`src/rtl/pulse_param_meter.sv`:
```
// pulse_param_meter
//   Measures a digitised rect/pulse waveform and reports, in clock cycles:
//   td (arm to first rising edge), th (high time), tl (low time) and
//   period = th + tl. Results leave through a valid/ready port.
//
// Ports
//   clk        clock, all logic on the rising edge
//   rst        synchronous, active-high reset
//   arm        start a measurement (1-cycle pulse), ignored while busy
//   cont       continuous re-measure after each report, sampled with arm
//   sig_in     digitised waveform, already synchronous to clk
//   clr_flags  clears the sticky timeout and overrun flags
//   m_valid    result valid
//   m_ready    consumer accepts the result
//   td/th/tl   measured durations, CW bits
//   period     th + tl, CW+1 bits
//   busy       a measurement is in progress
//   timeout    sticky: a duration counter saturated
//   overrun    sticky: a result was dropped because m_valid was pending
module pulse_param_meter #(
    parameter int unsigned CW   = 16,
    parameter int unsigned FILT = 2
) (
    input  logic          clk,
    input  logic          rst,
    input  logic          arm,
    input  logic          cont,
    input  logic          sig_in,
    input  logic          clr_flags,
    output logic          m_valid,
    input  logic          m_ready,
    output logic [CW-1:0] td,
    output logic [CW-1:0] th,
    output logic [CW-1:0] tl,
    output logic [CW:0]   period,
    output logic          busy,
    output logic          timeout,
    output logic          overrun
);

    localparam int unsigned FW = (FILT > 1) ? $clog2(FILT) : 1;
    // A count sitting one below all-ones means the next cycle would saturate.
    localparam logic [CW-1:0] CNT_SAT = {{(CW-1){1'b1}}, 1'b0};

    typedef enum logic [2:0] {
        S_IDLE,
        S_DELAY,
        S_HIGH,
        S_LOW,
        S_REPORT
    } state_e;

    // ---------------------------------------------------------------
    // Deglitch filter: level flips after FILT consecutive differing samples
    // ---------------------------------------------------------------
    logic          filt_q, filt_d;
    logic          filt_prev_q;
    logic [FW-1:0] diff_cnt_q, diff_cnt_d;

    always_comb begin
        filt_d     = filt_q;
        diff_cnt_d = '0;
        if (sig_in != filt_q) begin
            if (diff_cnt_q == FW'(FILT - 1)) begin
                filt_d = ~filt_q;
            end else begin
                diff_cnt_d = diff_cnt_q + FW'(1);
            end
        end
    end

    // Edges are taken one cycle after the flip, giving a fixed FILT latency
    // from the first differing raw sample for both polarities.
    logic rise_c, fall_c;
    assign rise_c = filt_q & ~filt_prev_q;
    assign fall_c = ~filt_q & filt_prev_q;

    // ---------------------------------------------------------------
    // Measurement FSM
    // ---------------------------------------------------------------
    state_e        state_q, state_d;
    logic [CW-1:0] cnt_q, cnt_d;
    logic [CW-1:0] cnt_inc;
    logic          cont_q, cont_d;
    logic [CW-1:0] td_m_q, td_m_d;
    logic [CW-1:0] th_m_q, th_m_d;
    logic [CW-1:0] tl_m_q, tl_m_d;
    logic          set_to, set_ov, load;

    // Output registers
    logic          m_valid_q, m_valid_d;
    logic [CW-1:0] td_q, th_q, tl_q;
    logic [CW:0]   period_q;
    logic          busy_q, busy_d;
    logic          timeout_q, timeout_d;
    logic          overrun_q, overrun_d;

    // Event value includes the event cycle itself.
    assign cnt_inc = cnt_q + CW'(1);

    always_comb begin
        state_d = state_q;
        cnt_d   = cnt_inc;
        cont_d  = cont_q;
        td_m_d  = td_m_q;
        th_m_d  = th_m_q;
        tl_m_d  = tl_m_q;
        set_to  = 1'b0;
        set_ov  = 1'b0;
        load    = 1'b0;

        unique case (state_q)
            S_IDLE: begin
                cnt_d = '0;
                if (arm) begin
                    state_d = S_DELAY;
                    cont_d  = cont;
                end
            end
            S_DELAY: begin
                // Only a rise ends the delay, so a level already high at arm
                // is skipped over until it falls.
                if (cnt_q == CNT_SAT) begin
                    set_to  = 1'b1;
                    state_d = S_IDLE;
                end else if (rise_c) begin
                    td_m_d  = cnt_inc;
                    cnt_d   = '0;
                    state_d = S_HIGH;
                end
            end
            S_HIGH: begin
                if (cnt_q == CNT_SAT) begin
                    set_to  = 1'b1;
                    state_d = S_IDLE;
                end else if (fall_c) begin
                    th_m_d  = cnt_inc;
                    cnt_d   = '0;
                    state_d = S_LOW;
                end
            end
            S_LOW: begin
                if (cnt_q == CNT_SAT) begin
                    set_to  = 1'b1;
                    state_d = S_IDLE;
                end else if (rise_c) begin
                    tl_m_d  = cnt_inc;
                    cnt_d   = '0;
                    state_d = S_REPORT;
                end
            end
            S_REPORT: begin
                if (m_valid_q) begin
                    set_ov = 1'b1;
                end else begin
                    load = 1'b1;
                end
                if (cont_q) begin
                    // The reporting rise already started the next high phase.
                    td_m_d = '0;
                    if (fall_c) begin
                        th_m_d  = cnt_inc;
                        cnt_d   = '0;
                        state_d = S_LOW;
                    end else begin
                        state_d = S_HIGH;
                    end
                end else begin
                    state_d = S_IDLE;
                end
            end
            default: begin
                state_d = S_IDLE;
            end
        endcase
    end

    // Result port, flags and busy
    always_comb begin
        m_valid_d = m_valid_q;
        if (load) begin
            m_valid_d = 1'b1;
        end else if (m_valid_q && m_ready) begin
            m_valid_d = 1'b0;
        end
        timeout_d = set_to | (timeout_q & ~clr_flags);
        overrun_d = set_ov | (overrun_q & ~clr_flags);
        busy_d    = (state_d != S_IDLE);
    end

    always_ff @(posedge clk) begin
        if (rst) begin
            filt_q      <= 1'b0;
            filt_prev_q <= 1'b0;
            diff_cnt_q  <= '0;
            state_q     <= S_IDLE;
            cnt_q       <= '0;
            cont_q      <= 1'b0;
            td_m_q      <= '0;
            th_m_q      <= '0;
            tl_m_q      <= '0;
            m_valid_q   <= 1'b0;
            td_q        <= '0;
            th_q        <= '0;
            tl_q        <= '0;
            period_q    <= '0;
            busy_q      <= 1'b0;
            timeout_q   <= 1'b0;
            overrun_q   <= 1'b0;
        end else begin
            filt_q      <= filt_d;
            filt_prev_q <= filt_q;
            diff_cnt_q  <= diff_cnt_d;
            state_q     <= state_d;
            cnt_q       <= cnt_d;
            cont_q      <= cont_d;
            td_m_q      <= td_m_d;
            th_m_q      <= th_m_d;
            tl_m_q      <= tl_m_d;
            m_valid_q   <= m_valid_d;
            if (load) begin
                td_q     <= td_m_q;
                th_q     <= th_m_q;
                tl_q     <= tl_m_q;
                period_q <= {1'b0, th_m_q} + {1'b0, tl_m_q};
            end
            busy_q      <= busy_d;
            timeout_q   <= timeout_d;
            overrun_q   <= overrun_d;
        end
    end

    assign m_valid = m_valid_q;
    assign td      = td_q;
    assign th      = th_q;
    assign tl      = tl_q;
    assign period  = period_q;
    assign busy    = busy_q;
    assign timeout = timeout_q;
    assign overrun = overrun_q;

endmodule

```
`config.mk`:
```
export PLATFORM = sky130hd
export DESIGN_NAME = pulse_param_meter
export DESIGN_NICKNAME = d
export VERILOG_FILES = /design/src/rtl/pulse_param_meter.sv
export SDC_FILE = /design/constraint.sdc
export NUM_CORES = 1
export LEC_CHECK = 0
export ABC_AREA = 1
export BUFFER_PORTS_ARGS = -buffer_cell sky130_fd_sc_hd__buf_2
export CAP_MARGIN = 20
export CORE_ASPECT_RATIO = 0.9
export CORE_MARGIN = 2
export CORE_UTILIZATION = 30
export DETAILED_ROUTE_END_ITERATION = 8
export PLACE_DENSITY = 0.51
export SLEW_MARGIN = 20
export SYNTH_ARGS = -nofsm -noshare
export SYNTH_HDL_FRONTEND = slang
export SYNTH_SLANG_ARGS = --single-unit
```
`constraint.sdc`:
```
create_clock -name clk -period 5.3 [get_ports clk]
set_input_delay 0.53 -clock clk [delete_from_list [all_inputs] [get_ports clk]]
set_output_delay 0.53 -clock clk [all_outputs]
set_load 0.01 [all_outputs]
```
# Word-level counts from Yosys, hierarchy flattened

Cells that the tools add are included.

Register bits: 140
Bits in latches: 0
RAM bits: 0
ROM bits: 0
Output and inout port bits: 69
Logic and storage cells: 87
Memories kept: 0

Add/sub/neg operators: 3
Multipliers: 0
Divide/modulo/power cells: 0
Magnitude comparators: 0
Eq/ne operators: 10
Shift operators: 0
Multiplexer cells: 32
Bitwise logic cells: 11
Reductions and logical operators: 14

Operators by type and width:

| operator              | count |
|---|---|
| $mux 16               | 11 |
| $pmux 16 s2           | 2 |
| $pmux 16 s4           | 1 |
| $mux 3                | 8 |
| $add 16x16->17        | 1 |
| $add 16x1->16 const B | 1 |
| $eq 16x16->1 const B  | 1 |
| $pmux 3 s5            | 1 |
| $mux 1                | 9 |
| $ne 2x2->1 const B    | 4 |
| $eq 3x2->1 const B    | 2 |
| $reduce_and 3->1      | 2 |
| $reduce_bool 2->1     | 3 |
| $reduce_or 3->1       | 2 |
| $not 1->1             | 5 |
| $and 1x1->1           | 4 |
| $reduce_and 2->1      | 2 |
| $reduce_and 4->1      | 1 |
| $eq 3x1->1 const B    | 1 |
| $eq 3x3->1 const B    | 1 |
| $logic_not 3->1       | 1 |
| $reduce_bool 3->1     | 1 |
| $or 1x1->1            | 2 |
| $reduce_or 2->1       | 1 |
| other kinds (3)       | 3 |

# Logic depth before layout (Yosys ltp)

Depth in word-level cells: 6
Mapped depth: 13
Gate-level depth less buffers: 12

# Worst setup path before layout

Ideal clock, no wire load.

Kind: register -> register
From: register th_m_q[0]
To: register period_q[8] (netlist: period[8])
Arrival: 1.583 ns
Data required time: 5.191 ns
Path slack: 3.608 ns
Stages on the path, launching flop included: 10
Buffers on the path: 0
Path through: dfxtp_1 ha_1 fa_1 nand3_1 nand3_1 a21oi_1 xor2_1 nand2_1 nand2_1 inv_1

Longest elaborated chain between the ends: 1

RTL lines:

| element                | line | text |
|---|---|---|
| start, declared        | 86   | `logic [CW-1:0] th_m_q, th_m_d;` |
| start signal, assigned | 218  | `th_m_q <= th_m_d;` |
| $add 16x16->17         | 225  | `period_q <= {1'b0, th_m_q} + {1'b0, tl_m_q};` |
| end signal, assigned   | 225  |  |
| end, declared          | 93   | `logic [CW:0] period_q;` |

Every way passes these cells.
A chain may end at the register's enable or synchronous reset.

# Worst setup path after layout

From: register state_q[1]
To: register tl_q[6] (netlist: tl[6])

Longest elaborated chain between the ends: 2

RTL lines:

| element                | line | text |
|---|---|---|
| start, declared        | 81   | `state_e state_q, state_d;` |
| start signal, assigned | 214  | `state_q <= state_d;` |
| $eq 3x3->1             | 112  | `unique case (state_q)` |
| $mux 1                 | 112  |  |
| end signal, assigned   | 224  | `tl_q <= tl_m_q;` |
| end, declared          | 92   | `logic [CW-1:0] td_q, th_q, tl_q;` |

Every way passes these cells.

==> flow_metrics.env <==
export IMPL_ir_drop_mv=0.172
export IMPL_critical_path_slowest_cell="nor2_4"
export IMPL_hold_class="in2reg"
export IMPL_min_from="clr_flags"
export IMPL_maxCapViolCount=0
export IMPL_timing_hold_ws_ns=0.381
export IMPL_rrSetupSlack_ns=2.97
export IMPL_clock_path_buffers=2
export IMPL_instances_no_fill=1263
export IMPL_critPathBufInv=1
export IMPL_hold_depth=4
export IMPL_hpwl_mm=12.0
export IMPL_synth_most_common_cell="nand2_1"
export IMPL_whs_endpoint="timeout$_SDFF_PP0_"
export IMPL_max_slew_margin=0.411
export IMPL_drive_gt1_frac=0.158
export IMPL_synth_seq_area_share=0.431
export IMPL_yosysTopAreaCellShare=0.431
export IMPL_grt_use_total=0.152
export IMPL_setup_viol=0
export IMPL_die_area_mm2=0.0229
export IMPL_area_delta_synth_final_pct=18.6
export IMPL_p_total_mw=2.41
export IMPL_fillers=2334
export IMPL_synth_net_count=922
export IMPL_antennaDiodeCount=0
export IMPL_fin_ws_ns=2.97
export IMPL_required_ns=5.61
export IMPL_cts_buffers=17
export IMPL_path_delay_family="simple AND/OR/NAND/NOR gates"
export IMPL_path_clk_slew_ns=0.06
export IMPL_drt_pass1_iter_count=5
export IMPL_insertion_delay_ns=0.42
export IMPL_grt_max_degree=55
export IMPL_setup_tns_ns=0
export IMPL_skew_ns=0.0111
export IMPL_r2r_start="state_q[1]$_SDFF_PP0_"
export IMPL_crit_cells=6
export IMPL_port_buffers=75
export IMPL_antenna_found_initial=0
export IMPL_synthTopCellsByCount="191 x nand2_1, 148 x nor2_1, 140 x dfxtp_1"
export IMPL_fin_area_mm2=0.00771
export IMPL_grt_pass1_vias=5136
export IMPL_grt_remaining_overflow=0
export IMPL_cp_max_fo=45
export IMPL_min_period_over_period=0.440
export IMPL_crit_path_max_incr_delay_ns=0.60
export IMPL_syn_area_mm2=0.00650
export IMPL_yosys_area_top_type="dfxtp_1"
export IMPL_fmax_ghz=0.429
export IMPL_syn_area_per_cell_um2=7.26
export IMPL_dieWidth_um=159
export IMPL_synth_warnings=0
export IMPL_root_buffer="clkbuf_16"
export IMPL_finalWirelength_mm=17.0
export IMPL_dpl_cell_area_mm2=0.00708
export IMPL_grt_pass1_wl_mm=27.7
export IMPL_tightest_slew_ns=0.882
export IMPL_htreeDepth=4
export IMPL_cts_sinks=140
export IMPL_vias=5643
export IMPL_timing_rr_end="tl[6]$_SDFFE_PP0P_"
export IMPL_die_h_um=144
export IMPL_leakage_nw=3.72
export IMPL_layout_nets=986
export IMPL_row_count=51
export IMPL_ff2ff_path_depth=6
export IMPL_drt_initial_drc_count=366
export IMPL_cp_common_cell="nor2_1"
export IMPL_critPathKind="reg2reg"
export IMPL_power_density_mw_per_mm2=313
export IMPL_ant_nets=0
export IMPL_fin_crit_ns=2.33
export IMPL_wl_per_cell_um=13.4
export IMPL_ys_top_cells_by_area="dfxtp_1 43%, nand2_1 11%, nor2_1 8.5%, inv_1 5.3%, nand3_1 4.5%"
export IMPL_dp_cells=1232
export IMPL_path_cells="nor2_2 > nand2_2 > nor2_4 > inv_2 > nor2_1 > nor2_1"
export IMPL_io_pins=76
export IMPL_syn_inst=896
export IMPL_cts_resized=0
export IMPL_rsz0062_at_grt="false"
export IMPL_hold_viol=0
export IMPL_via_per_inst=4.47
export IMPL_ys_types=36
export IMPL_holdBufCountCts=0
export IMPL_endpoint_kind="flip-flop"
export IMPL_startpoint_type="flip-flop"
export IMPL_async_reset_ff_frac=0
export IMPL_ys_flop_type="dfxtp_1"
export IMPL_gp_congestion=0.836
export IMPL_run_status="finished, final reports clean"
export IMPL_fp_coreArea_mm2=0.0214
export IMPL_pre_cts_ws_ns=2.69
export IMPL_route_detailed_drc=0
export IMPL_ys_ff_latch=140
export IMPL_cts_setup_buffers=0
export IMPL_final_util=0.360
export IMPL_synth_edf_count=0
export IMPL_arrival_ns=2.64
export IMPL_slew_viol_final=0
export IMPL_cp_startpoint="state_q[1]$_SDFF_PP0_"
export IMPL_cts_tree="done"
export IMPL_initial_core_util=0.303
-- sequential cells by signal, indices dropped and copies added (netlist names), 3 cells and up --
register and count:
period 17, tl 16, td_m_q 16, cnt_q 16, th 16, tl_m_q 16, td 16, state_q 3
th_m_q 16
-- logic make-up after synthesis --
family	Yosys count	synth area share
fa+ha+maj	19	0.0377
compound gates	138	0.112
flops	140	0.431
xor+xnor	15	0.0202
simple gates	449	0.312
buf+inv	135	0.0877
-- worst max path at each step --
stage | to | slack (ns)
after floorplan | period[8]$_SDFFE_PP0P_ | 3.61
after global placement | period[4]$_SDFFE_PP0P_ | 2.65
after detailed placement | period[4]$_SDFFE_PP0P_ | 2.69
after CTS | tl[6]$_SDFFE_PP0P_ | 2.96
after global routing | tl[15]$_SDFFE_PP0P_ | 2.73
final | tl[6]$_SDFFE_PP0P_ | 2.97
-- cells in the final DEF, fill, tap and decap left out, types with 12 or more instances in the layout --
cell,netlist,layout
nand2_1,191,191
nand3_1,59,59
nand4_1,12,12
clkbuf_16,0,17
ha_1,18,18
nor2_1,148,148
inv_1,92,91
o21ai_1,13,13
dfxtp_1,140,140
o21ai_0,53,53
buf_2,10,75
a21oi_1,58,58
nor2_4,13,13
-- metal layers --
layer	vias up	track usage	wire, µm
li1	2974	-	-
met1	2535	0.227	9260
met2	126	0.219	6880
met3	8	0.0323	737
met4	0	0.0373	93
met5	-	0	0
-- worst reg2reg max path, stage by stage, from the launching register on --
cell,delay (ns)
dfxtp_1,0.34
nor2_2,0.19
nand2_2,0.14
nor2_4,0.61
inv_2,0.55
nor2_1,0.32
nor2_1,0.07
-- cell type report --
class	instances	area (µm²)	share of cell area
Multi-Input combinational cell	621	3130	0.406
Tap cell	291	364	0.0472
Sequential cell	140	2800	0.363
Clock buffer	19	443	0.0574
Inverter	102	388	0.0503
Timing Repair Buffer	78	398	0.0516
Clock inverter	12	185	0.0240
-- report_power, final --
part	switching [mW]	internal [mW]
clock network	0.476	0.804
registers	0.00542	1.06
logic	0.0509	0.0163
No activity file was read; power rests on OpenSTA's default activity.
